===== config.mk =====
export PLATFORM = sky130hd
export DESIGN_NAME = pifo_min_tree
export DESIGN_NICKNAME = d
export VERILOG_FILES = /design/src/rtl/pifo_min_tree.sv
export SDC_FILE = /design/constraint.sdc
export NUM_CORES = 1
export LEC_CHECK = 0
export CAP_MARGIN = 25
export CELL_PAD_IN_SITES_DETAIL_PLACEMENT = 1
export CELL_PAD_IN_SITES_GLOBAL_PLACEMENT = 1
export CORE_MARGIN = 10
export CORE_UTILIZATION = 55
export DETAILED_ROUTE_END_ITERATION = 10
export DONT_BUFFER_PORTS = 1
export PLACE_DENSITY_LB_ADDON = 0.1
export SETUP_SLACK_MARGIN = 0.2
export SYNTH_ARGS = -nofsm -noshare
export SYNTH_HDL_FRONTEND = slang
export SYNTH_SLANG_ARGS = --single-unit
export TNS_END_PERCENT = 100

===== constraint.sdc =====
create_clock -name clk -period 18.65 [get_ports clk]
set_input_delay 3.73 -clock clk [delete_from_list [all_inputs] [get_ports clk]]
set_output_delay 3.73 -clock clk [all_outputs]
set_load 0.05 [all_outputs]

===== src/rtl/pifo_min_tree.sv =====
`timescale 1ns/1ps
// Pipelined min/max reduction tree. It picks the smallest or largest valid rank out of NUM_ENTRIES,
// using LEVELS elastic registered stages. Ties go to the lowest entry index.
module pifo_min_tree #(
  parameter int NUM_ENTRIES = 8,
  parameter int DATA_WIDTH  = 16,
  parameter int TAG_WIDTH   = 4,
  localparam int LEVELS     = $clog2(NUM_ENTRIES),
  localparam int IDX_WIDTH  = $clog2(NUM_ENTRIES)
) (
  input  logic                              clk,
  input  logic                              rst,
  input  logic [NUM_ENTRIES*DATA_WIDTH-1:0] in_data,
  input  logic [NUM_ENTRIES-1:0]            in_vld,
  input  logic                              in_max,
  input  logic [TAG_WIDTH-1:0]              in_tag,
  input  logic                              in_valid,
  output logic                              in_ready,
  output logic [DATA_WIDTH-1:0]             out_data,
  output logic [IDX_WIDTH-1:0]              out_idx,
  output logic                              out_found,
  output logic [TAG_WIDTH-1:0]              out_tag,
  output logic                              out_valid,
  input  logic                              out_ready
);

  localparam int NODES = NUM_ENTRIES - 1;
  localparam int ROOT  = NODES - 1;

  typedef struct packed {
    logic [DATA_WIDTH-1:0] data;
    logic [IDX_WIDTH-1:0]  idx;
    logic                  vld;
  } node_t;

  // On a tie the left child wins, so the lowest index survives all the way up the tree.
  function automatic node_t combine(input node_t lhs, input node_t rhs, input logic mx);
    node_t res;
    res = '0;
    if (lhs.vld && rhs.vld)
      res = (mx ? (lhs.data >= rhs.data) : (lhs.data <= rhs.data)) ? lhs : rhs;
    else if (lhs.vld)
      res = lhs;
    else if (rhs.vld)
      res = rhs;
    return res;
  endfunction

  node_t                w_leaf [NUM_ENTRIES];
  node_t                w_next [NODES];
  node_t                r_node [NODES];
  logic [NODES-1:0]     w_node_load;
  logic [LEVELS-1:0]    r_sv;
  logic                 r_max  [LEVELS];
  logic [TAG_WIDTH-1:0] r_tag  [LEVELS];
  logic [LEVELS-1:0]    w_upv;
  logic [LEVELS-1:0]    w_load;
  logic [LEVELS-1:0]    w_take;
  logic                 w_up_max [LEVELS];
  logic [TAG_WIDTH-1:0] w_up_tag [LEVELS];

  always_comb begin
    for (int k = 0; k < NUM_ENTRIES; k++) begin
      w_leaf[k].data = in_data[k*DATA_WIDTH +: DATA_WIDTH];
      w_leaf[k].idx  = IDX_WIDTH'(k);
      w_leaf[k].vld  = in_vld[k];
    end
  end

  // A stage advances when it is empty or its downstream consumer takes it this cycle.
  always_comb begin
    logic take;
    // NOTE: every always_comb output gets a default before any branch, so no latch is inferred.
    w_upv       = '0;
    w_load      = '0;
    w_take      = '0;
    w_upv[0]    = in_valid;
    w_up_max[0] = in_max;
    w_up_tag[0] = in_tag;
    for (int l = 1; l < LEVELS; l++) begin
      w_upv[l]    = r_sv[l-1];
      w_up_max[l] = r_max[l-1];
      w_up_tag[l] = r_tag[l-1];
    end
    // NOTE: blocking '=' lets 'take' ripple from the output back to stage 0 within one evaluation.
    take = out_ready;
    for (int l = LEVELS - 1; l >= 0; l--) begin
      w_take[l] = take;
      w_load[l] = w_upv[l] && (!r_sv[l] || take);
      take      = w_load[l];
    end
  end

  for (genvar lv = 0; lv < LEVELS; lv++) begin : g_lvl
    localparam int CNT = NUM_ENTRIES >> (lv + 1);
    localparam int OFF = NUM_ENTRIES - (NUM_ENTRIES >> lv);
    for (genvar j = 0; j < CNT; j++) begin : g_node
      if (lv == 0) begin : g_first
        assign w_next[OFF+j] = combine(w_leaf[2*j], w_leaf[2*j+1], in_max);
      end else begin : g_inner
        assign w_next[OFF+j] = combine(r_node[OFF-2*CNT+2*j], r_node[OFF-2*CNT+2*j+1], r_max[lv-1]);
      end
      assign w_node_load[OFF+j] = w_load[lv];
    end
  end

  // Stage control. It uses non-blocking assignments only, because these are sequential state.
  always_ff @(posedge clk) begin
    if (rst) begin
      r_sv <= '0;
      for (int l = 0; l < LEVELS; l++) begin
        r_max[l] <= 1'b0;
        r_tag[l] <= '0;
      end
    end else begin
      for (int l = 0; l < LEVELS; l++) begin
        if (w_load[l]) begin
          r_sv[l]  <= 1'b1;
          r_max[l] <= w_up_max[l];
          r_tag[l] <= w_up_tag[l];
        end else if (w_take[l]) begin
          r_sv[l]  <= 1'b0;
        end
      end
    end
  end

  // NOTE: interior node payloads are not reset, because the stage-valid bits qualify them. Only the root
  // is cleared, because it drives the outputs directly.
  always_ff @(posedge clk) begin
    for (int n = 0; n < ROOT; n++)
      if (w_node_load[n]) r_node[n] <= w_next[n];
    if (rst)
      r_node[ROOT] <= '0;
    else if (w_node_load[ROOT])
      r_node[ROOT] <= w_next[ROOT];
  end

  assign in_ready  = !rst && (!r_sv[0] || w_take[0]);
  assign out_valid = r_sv[LEVELS-1];
  assign out_data  = r_node[ROOT].data;
  assign out_idx   = r_node[ROOT].idx;
  assign out_found = r_node[ROOT].vld;
  assign out_tag   = r_tag[LEVELS-1];

endmodule


==> out/results.txt, run 1 <==
Outcome = complete, no violations
Crit path capture type = output pin
First-pass GRT wire length = 39600 µm
RSZ-0062 raised after global routing = no
Clock Root Buffer = clkbuf_16
Initial DRC Count = 427
Number of global-route vias before repair = 7429
IO Pins = 171
Post-synthesis mux area share = 0%
Max_slew headroom = 35.1%
Detailed placer's ending HPWL = 20100 µm
Warnings from Yosys = 0
Final Skew = 0.0119 ns
Antenna cells = 0
Top-area cell type share of the netlist area = 47.9%
Post-synthesis sequential area ratio = 48.5%
First-pass DRT Iterations = 6
Clock share of power = 35.1%
CTS tree = done
Die height = 150 µm
Syn avg cell area = 11.4 µm²
Achievable Freq = 120 MHz
Synth Area in Adders = 15.1%
Crit path DAT = 4.64 ns
Synth Register Bits = 151
Layout cell share with drive strength beyond 1 = 9.89%
Final Critical Period = 8.37 ns
Largest family of logic cells by synthesized area = compound AO/OA/AOI/OAI gates
Critical path startpoint category = primary input
Critical setup path kind = primary input to output pin
Chip width = 150 µm
Drt wl/cell = 24.8 µm
Synth Area in XOR/XNOR = 0.0943%
Final hold violations = 0
PortBufs = 0
Internal power = 0.000685 W
CP peak stage delay = 0.52 ns
Post-CTS sizing = 0
Async S/R FF share, synth = 0%
Buffer depth of the longest clock path = 2
Power density cells = 94.6 nW/µm²
Worst Path Required = 14.92 ns
Period Utilization, post-route = 44.9%
Cell Area, Synth = 9290 µm²
Slowest cell on the critical path = nor2b_1
CP delay by family, top = simple AND/OR/NAND/NOR gates
DP Worst Slack = 10.29 ns
Critical-path maximum fanout = 7
Max-Cap Viols = 0
Layout area overhead = 8.58%
Grt ovf = 0
Post-route ant nets = 0
Num CTS Buffers = 17
Clk_lat worst skew = 0.43 ns
Buf+Inv Stages, Crit Path = 1
Compound-Gate Fraction of Synth Area = 20.3%
Syn nets = 1071
Main synth FF type = edfxtp_1
Endpoints failing setup = 0
Initial antenna violation count = 0
Row count = 47
Net Switching = 0.000269 W
Library cells used by synthesis = 46
Simple-Gate Fraction of Synth Area = 9.09%
Nets = 1063
Synth top cells by count = edfxtp_1, inv_1, ha_1
Peak VDD IR = 0.0000706 V
Syn Inst Count = 814
CTS sink count = 151
RD Place Congestion = 0.844
Standby leakage power = 4.18 nW
Vias post-DR = 6805
Clock Pin Slew Worst Setup and Hold Paths = 0.06 ns
Sequential share of power = 47.1%
Combinational share of power = 17.7%
Worst Tran Pin Value = 0.974 ns
Final-report max-slew violation count = 0
Largest net degree at the start of global routing = 77
Switching portion of total power = 28.2%
Initial core utilization = 56.0%
Area leader, netlist = edfxtp_1
Most numerous cell in the Yosys netlist = edfxtp_1
Post-CTS Setup Bufs = 0
Hold WC Path Type = flop to flop
Hold Buf Count CTS = 0
Avg Vias per Cell = 6.55
All-layer global routing usage = 22.7%
Placeable Area = 16600 µm²
Sum Neg Setup Slack = 0 ns
Total Die Area = 22500 µm²
FILL cells = 1717
Fin worst setup slack = 10.28 ns
H-tree depth = 4
DRC violations left = 0
Number of synthesized flops with an enable pin = 148
Synth area leaders = edfxtp_1, ha_1, a32o_1
Worst-path cell chain = nor2b_1 > a31oi_1 > buf_4
Final wirelength = 25800 µm
==> sequential cells by signal, indices dropped and copies added, names as in the netlist <==
signal,flops
r_node,134
r_sv,3
r_tag,12
r_max,2
==> power groups by stage <==
| stage | clock [W] | combinational, W | sequential [W] |
|---|---|---|---|
| final | 0.000335 | 0.000169 | 0.000450 |
| after detailed placement | 0 | 0.000164 | 0.000457 |
| after CTS | 0.000340 | 0.000168 | 0.000450 |
| after floorplan | 0 | 0.000128 | 0.000441 |
| after global routing | 0.000355 | 0.000188 | 0.000453 |
| after global placement | 0 | 0.000148 | 0.000454 |
==> logic make-up after synthesis <==
family	after synthesis
AO/OA/AOI/OAI	235
buffers and inverters	161
AND/OR/NAND/NOR	154
flip-flops	151
adder cells (fa/ha/maj)	112
XOR/XNOR	1
==> worst register-to-register path, stage by stage (launching register included) <==
cell and delay (ns):
edfxtp_1 0.41, inv_1 0.09, ha_1 0.25, and2_0 0.21, a221o_1 0.33, a21oi_1 0.15
o211ai_1 0.12, xnor2_1 0.28, a2bb2oi_2 0.73, o22ai_1 0.24
==> stage by stage <==
stage | area [µm²] | hold WS, ns | power [W] | utilization [%] | instances
2_1_floorplan | 9290 | 0.497 | 0.000570 | - | 814
3_3_place_gp | 9460 | 0.501 | 0.000602 | 57.0 | 1002
3_5_place_dp | 9490 | 0.524 | 0.000621 | 57.2 | 1006
4_1_cts | 10100 | 0.539 | 0.000957 | 60.7 | 1038
5_1_grt | 10100 | 0.553 | 0.000996 | 60.8 | 1039
6_report | 10100 | 0.538 | 0.000954 | 60.8 | 1039
==> layout by cell type (no fill, tap or decap), types with 2 or more instances in the layout <==
| master | count |
|---|---|
| bufinv_16 | 2 |
| o21ai_0 | 15 |
| o221ai_1 | 4 |
| ha_1 | 112 |
| and2_1 | 19 |
| inv_6 | 4 |
| o211ai_1 | 15 |
| a221o_1 | 7 |
| clkbuf_16 | 17 |
| clkinv_4 | 2 |
| o21a_1 | 7 |
| o21bai_1 | 4 |
| clkinv_1 | 2 |
| o22ai_1 | 19 |
| nand2b_1 | 4 |
| nand4_1 | 22 |
| inv_1 | 123 |
| buf_4 | 9 |
| a21oi_1 | 45 |
| nand4b_1 | 4 |
| edfxtp_1 | 148 |
| nor2b_1 | 11 |
| or2_2 | 15 |
| a21o_1 | 11 |
| nor2_1 | 8 |
| and3_1 | 6 |
| o31ai_1 | 2 |
| and4_1 | 5 |
| clkinvlp_4 | 3 |
| dfxtp_1 | 3 |
| nand2_1 | 50 |
| nand3_1 | 3 |
| a32o_2 | 18 |
| a32o_1 | 81 |
==> cell type report <==
class                           count  area (µm²)  share of cell area (%)
Inverter                          123         462                    4.58
Tap cell                          220         275                    2.73
Multi-Input combinational cell    502        4170                    41.4
Timing Repair Buffer               11        93.8                   0.931
Clock inverter                     14         148                    1.46
Clock buffer                       18         429                    4.26
Sequential cell                   151        4500                    44.7
==> metal layers <==
layer	global-route usage (%)	up-vias	share of wire [%]	wire, µm
li1	-	3128	-	-
met1	26.5	3386	40	10300
met2	38.3	240	49	12700
met3	6.01	51	7.5	1930
met4	10.3	0	3.3	842
met5	0	-	0	0
==> final timing paths <==
path | startpoint | endpoint | slack [ns] | cells after the start
setup / recovery | out_ready | in_ready | 10.28 | 3
hold / removal | r_tag[0][5] | r_tag[0][9] | 0.54 | 1
setup reg to reg | r_node[5][11] | r_node[6][10] | 15.51 | 9
hold reg to reg | r_tag[0][5] | r_tag[0][9] | 0.54 | 1
Note: power is estimated with default switching activity, not from simulation.
==> inputs of run 2 (changes only) <==
--- a/config.mk
+++ b/config.mk
@@ -9,7 +9,7 @@
 export CELL_PAD_IN_SITES_DETAIL_PLACEMENT = 1
 export CELL_PAD_IN_SITES_GLOBAL_PLACEMENT = 1
 export CORE_MARGIN = 10
-export CORE_UTILIZATION = 55
+export CORE_UTILIZATION = 51
 export DETAILED_ROUTE_END_ITERATION = 10
 export DONT_BUFFER_PORTS = 1
 export PLACE_DENSITY_LB_ADDON = 0.1
==> constraint.sdc (replaced) <==
create_clock -name clk -period 8.45 [get_ports clk]
set_input_delay 1.69 -clock clk [delete_from_list [all_inputs] [get_ports clk]]
set_output_delay 1.69 -clock clk [all_outputs]
set_load 0.05 [all_outputs]
==> run 2 against run 1 <==
  * Largest power group unchanged
  * Critical path depth unchanged
  * Critical path type unchanged
  * Clock skew decreased by 0.0040 ns
  * Wire length decreased by 0.25%
  * Final area increased by 0.24%
==> out/results.txt, run 2 (synthesis results as in run 1) <==
Buffer depth of the longest clock path = 2 (unchanged)
Vias post-DR = 6785 (-0.29%)
Total Die Area = 24000 µm² (+6.8%)
Drt wl/cell = 24.5 µm (-1.1%)
Chip width = 155 µm (+3.3%)
Num CTS Buffers = 17 (unchanged)
Critical path startpoint category = primary input
Placeable Area = 18000 µm² (+8.3%)
Slowest cell on the critical path = nor2b_1
Clock Root Buffer = clkbuf_16
Final hold violations = 0 (unchanged)
Die height = 155 µm (+3.3%)
PortBufs = 0 (unchanged)
Final Critical Period = 4.27 ns
Antenna cells = 0 (unchanged)
First-pass DRT Iterations = 7 (+1)
Row count = 49 (+4.3%)
CP delay by family, top = simple AND/OR/NAND/NOR gates
Max_slew headroom = 32.7% (-2.4 points)
RSZ-0062 raised after global routing = no
Hold WC Path Type = flop to flop
Most frequent cells in the layout = edfxtp_1, inv_1, ha_1
Initial core utilization = 51.7% (-4.3 points)
First-pass GRT wire length = 40200 µm (+1.4%)
Worst Tran Pin Value = 1.01 ns (+0.0363 ns)
DRT met1 WL = 10500 µm (+2.7%)
Top layer in use = met4
Peak VDD IR = 0.000140 V (+99%)
Clock Pin Slew Worst Setup and Hold Paths = 0.06 ns (about the same)
Top reg by flops = r_node
Critical-path maximum fanout = 7 (unchanged)
Sum Neg Setup Slack = 0 ns (unchanged)
Detailed placer's ending HPWL = 19900 µm (-0.87%)
Buf+Inv Stages, Crit Path = 1 (unchanged)
Routed met2 length = 12900 µm (+1.4%)
Number of global-route vias before repair = 7264 (-2.2%)
Achievable Freq = 234 MHz
CTS tree = done
IO Pins = 171 (unchanged)
RD Place Congestion = 0.821 (-2.8%)
Initial DRC Count = 401 (-6.1%)
Crit path DAT = 2.58 ns (-2.06 ns)
CP peak stage delay = 0.51 ns (about the same)
All-layer global routing usage = 21.1% (-1.6 points)
CTS sink count = 151 (unchanged)
Final wirelength = 25700 µm (-0.25%)
H-tree depth = 4 (unchanged)
Met3 wire length = 1800 µm (-6.7%)
Layout area overhead = 8.84%
Standby leakage power = 4.19 nW (+0.16%)
Layout cell share with drive strength beyond 1 = 9.65% (-0.24 points)
DRC violations left = 0 (unchanged)
Initial antenna violation count = 0 (unchanged)
Max-Cap Viols = 0 (unchanged)
Outcome = complete, no violations
Worst Path Required = 6.76 ns (-8.16 ns)
Worst-path cell chain = nor2b_1 > a31oi_1 > buf_4
Period Utilization, post-route = 50.6%
Grt ovf = 0 (unchanged)
Final hold slack = 0.524 ns (-0.0140 ns)
Post-CTS sizing = 0 (unchanged)
Largest net degree at the start of global routing = 77 (unchanged)
Post-CTS Setup Bufs = 0 (unchanged)
Final Skew = 0.00793 ns (-0.00400 ns)
Clk_lat worst skew = 0.43 ns (about the same)
Post-route ant nets = 0 (unchanged)
Endpoints failing setup = 0 (unchanged)
Commonest non-fill, non-tap cell in the layout = edfxtp_1
Critical setup path kind = primary input to output pin
Power density cells = 209 nW/µm² (+120%)
Hold Buf Count CTS = 0 (unchanged)
Crit path capture type = output pin
Final-report max-slew violation count = 0 (unchanged)
Max reg flops = 134 (unchanged)
Nets = 1063 (unchanged)
Regs by FF count = r_node (134), r_tag (12), r_sv (3)
Avg Vias per Cell = 6.47 (-1.2%)
run 2: cell count changes in the layout (fill, tap and decap cells not counted):
| cell | before | now |
|---|---|---|
| bufinv_16 | 2 | 3 |
| clkbuf_1 | 1 | 3 |
| clkinv_4 | 2 | 3 |
| clkinvlp_4 | 3 | 2 |
| inv_6 | 4 | 1 |
run 2: final timing paths:
kind | start | end | slack (ns) | cells after the start
max | out_ready | in_ready | 4.18 | 3
min | r_tag[0][2] | r_tag[0][6] | 0.52 | 1
max reg2reg | r_node[0][17] | r_node[4][1] | 5.35 | 7
min reg2reg | r_tag[0][2] | r_tag[0][6] | 0.52 | 1
run 2: routing by layer:
metal	GRT usage, %	up-vias
met5	0	-
met4	6.57	0
met3	5.18	39
met2	36.3	213
met1	25.4	3408
li1	-	3125
run 2: where the power goes:
group,internal (W),switching [W],total [W]
combinational,0.000160,0.000204,0.000364
clock,0.000463,0.000294,0.000758
sequential,0.000915,0.0000802,0.000995
run 2: layout make-up:
| cell class | instances | area [µm²] |
|---|---|---|
| fill | 1876 | 7860 |
| sequential | 151 | 4500 |
| multi-input combinational | 502 | 4170 |
| inverter | 123 | 462 |
| clock buffer | 20 | 437 |
| tap | 229 | 287 |
| clock inverter | 12 | 153 |
| timing repair buffer | 11 | 93.8 |
run 2: per-stage QoR:
| stage | instance area, µm² | util, % | std cells | setup slack [ns] | total power (W) |
|---|---|---|---|---|---|
| 2_1_floorplan | 9290 | - | 814 | 1.90 | 0.00126 |
| 3_3_place_gp | 9470 | 52.7 | 1011 | 4.04 | 0.00133 |
| 3_5_place_dp | 9500 | 52.9 | 1015 | 4.17 | 0.00137 |
| 4_1_cts | 10100 | 56.2 | 1047 | 4.17 | 0.00213 |
| 5_1_grt | 10100 | 56.3 | 1048 | 4.06 | 0.00221 |
| 6_report | 10100 | 56.3 | 1048 | 4.18 | 0.00212 |
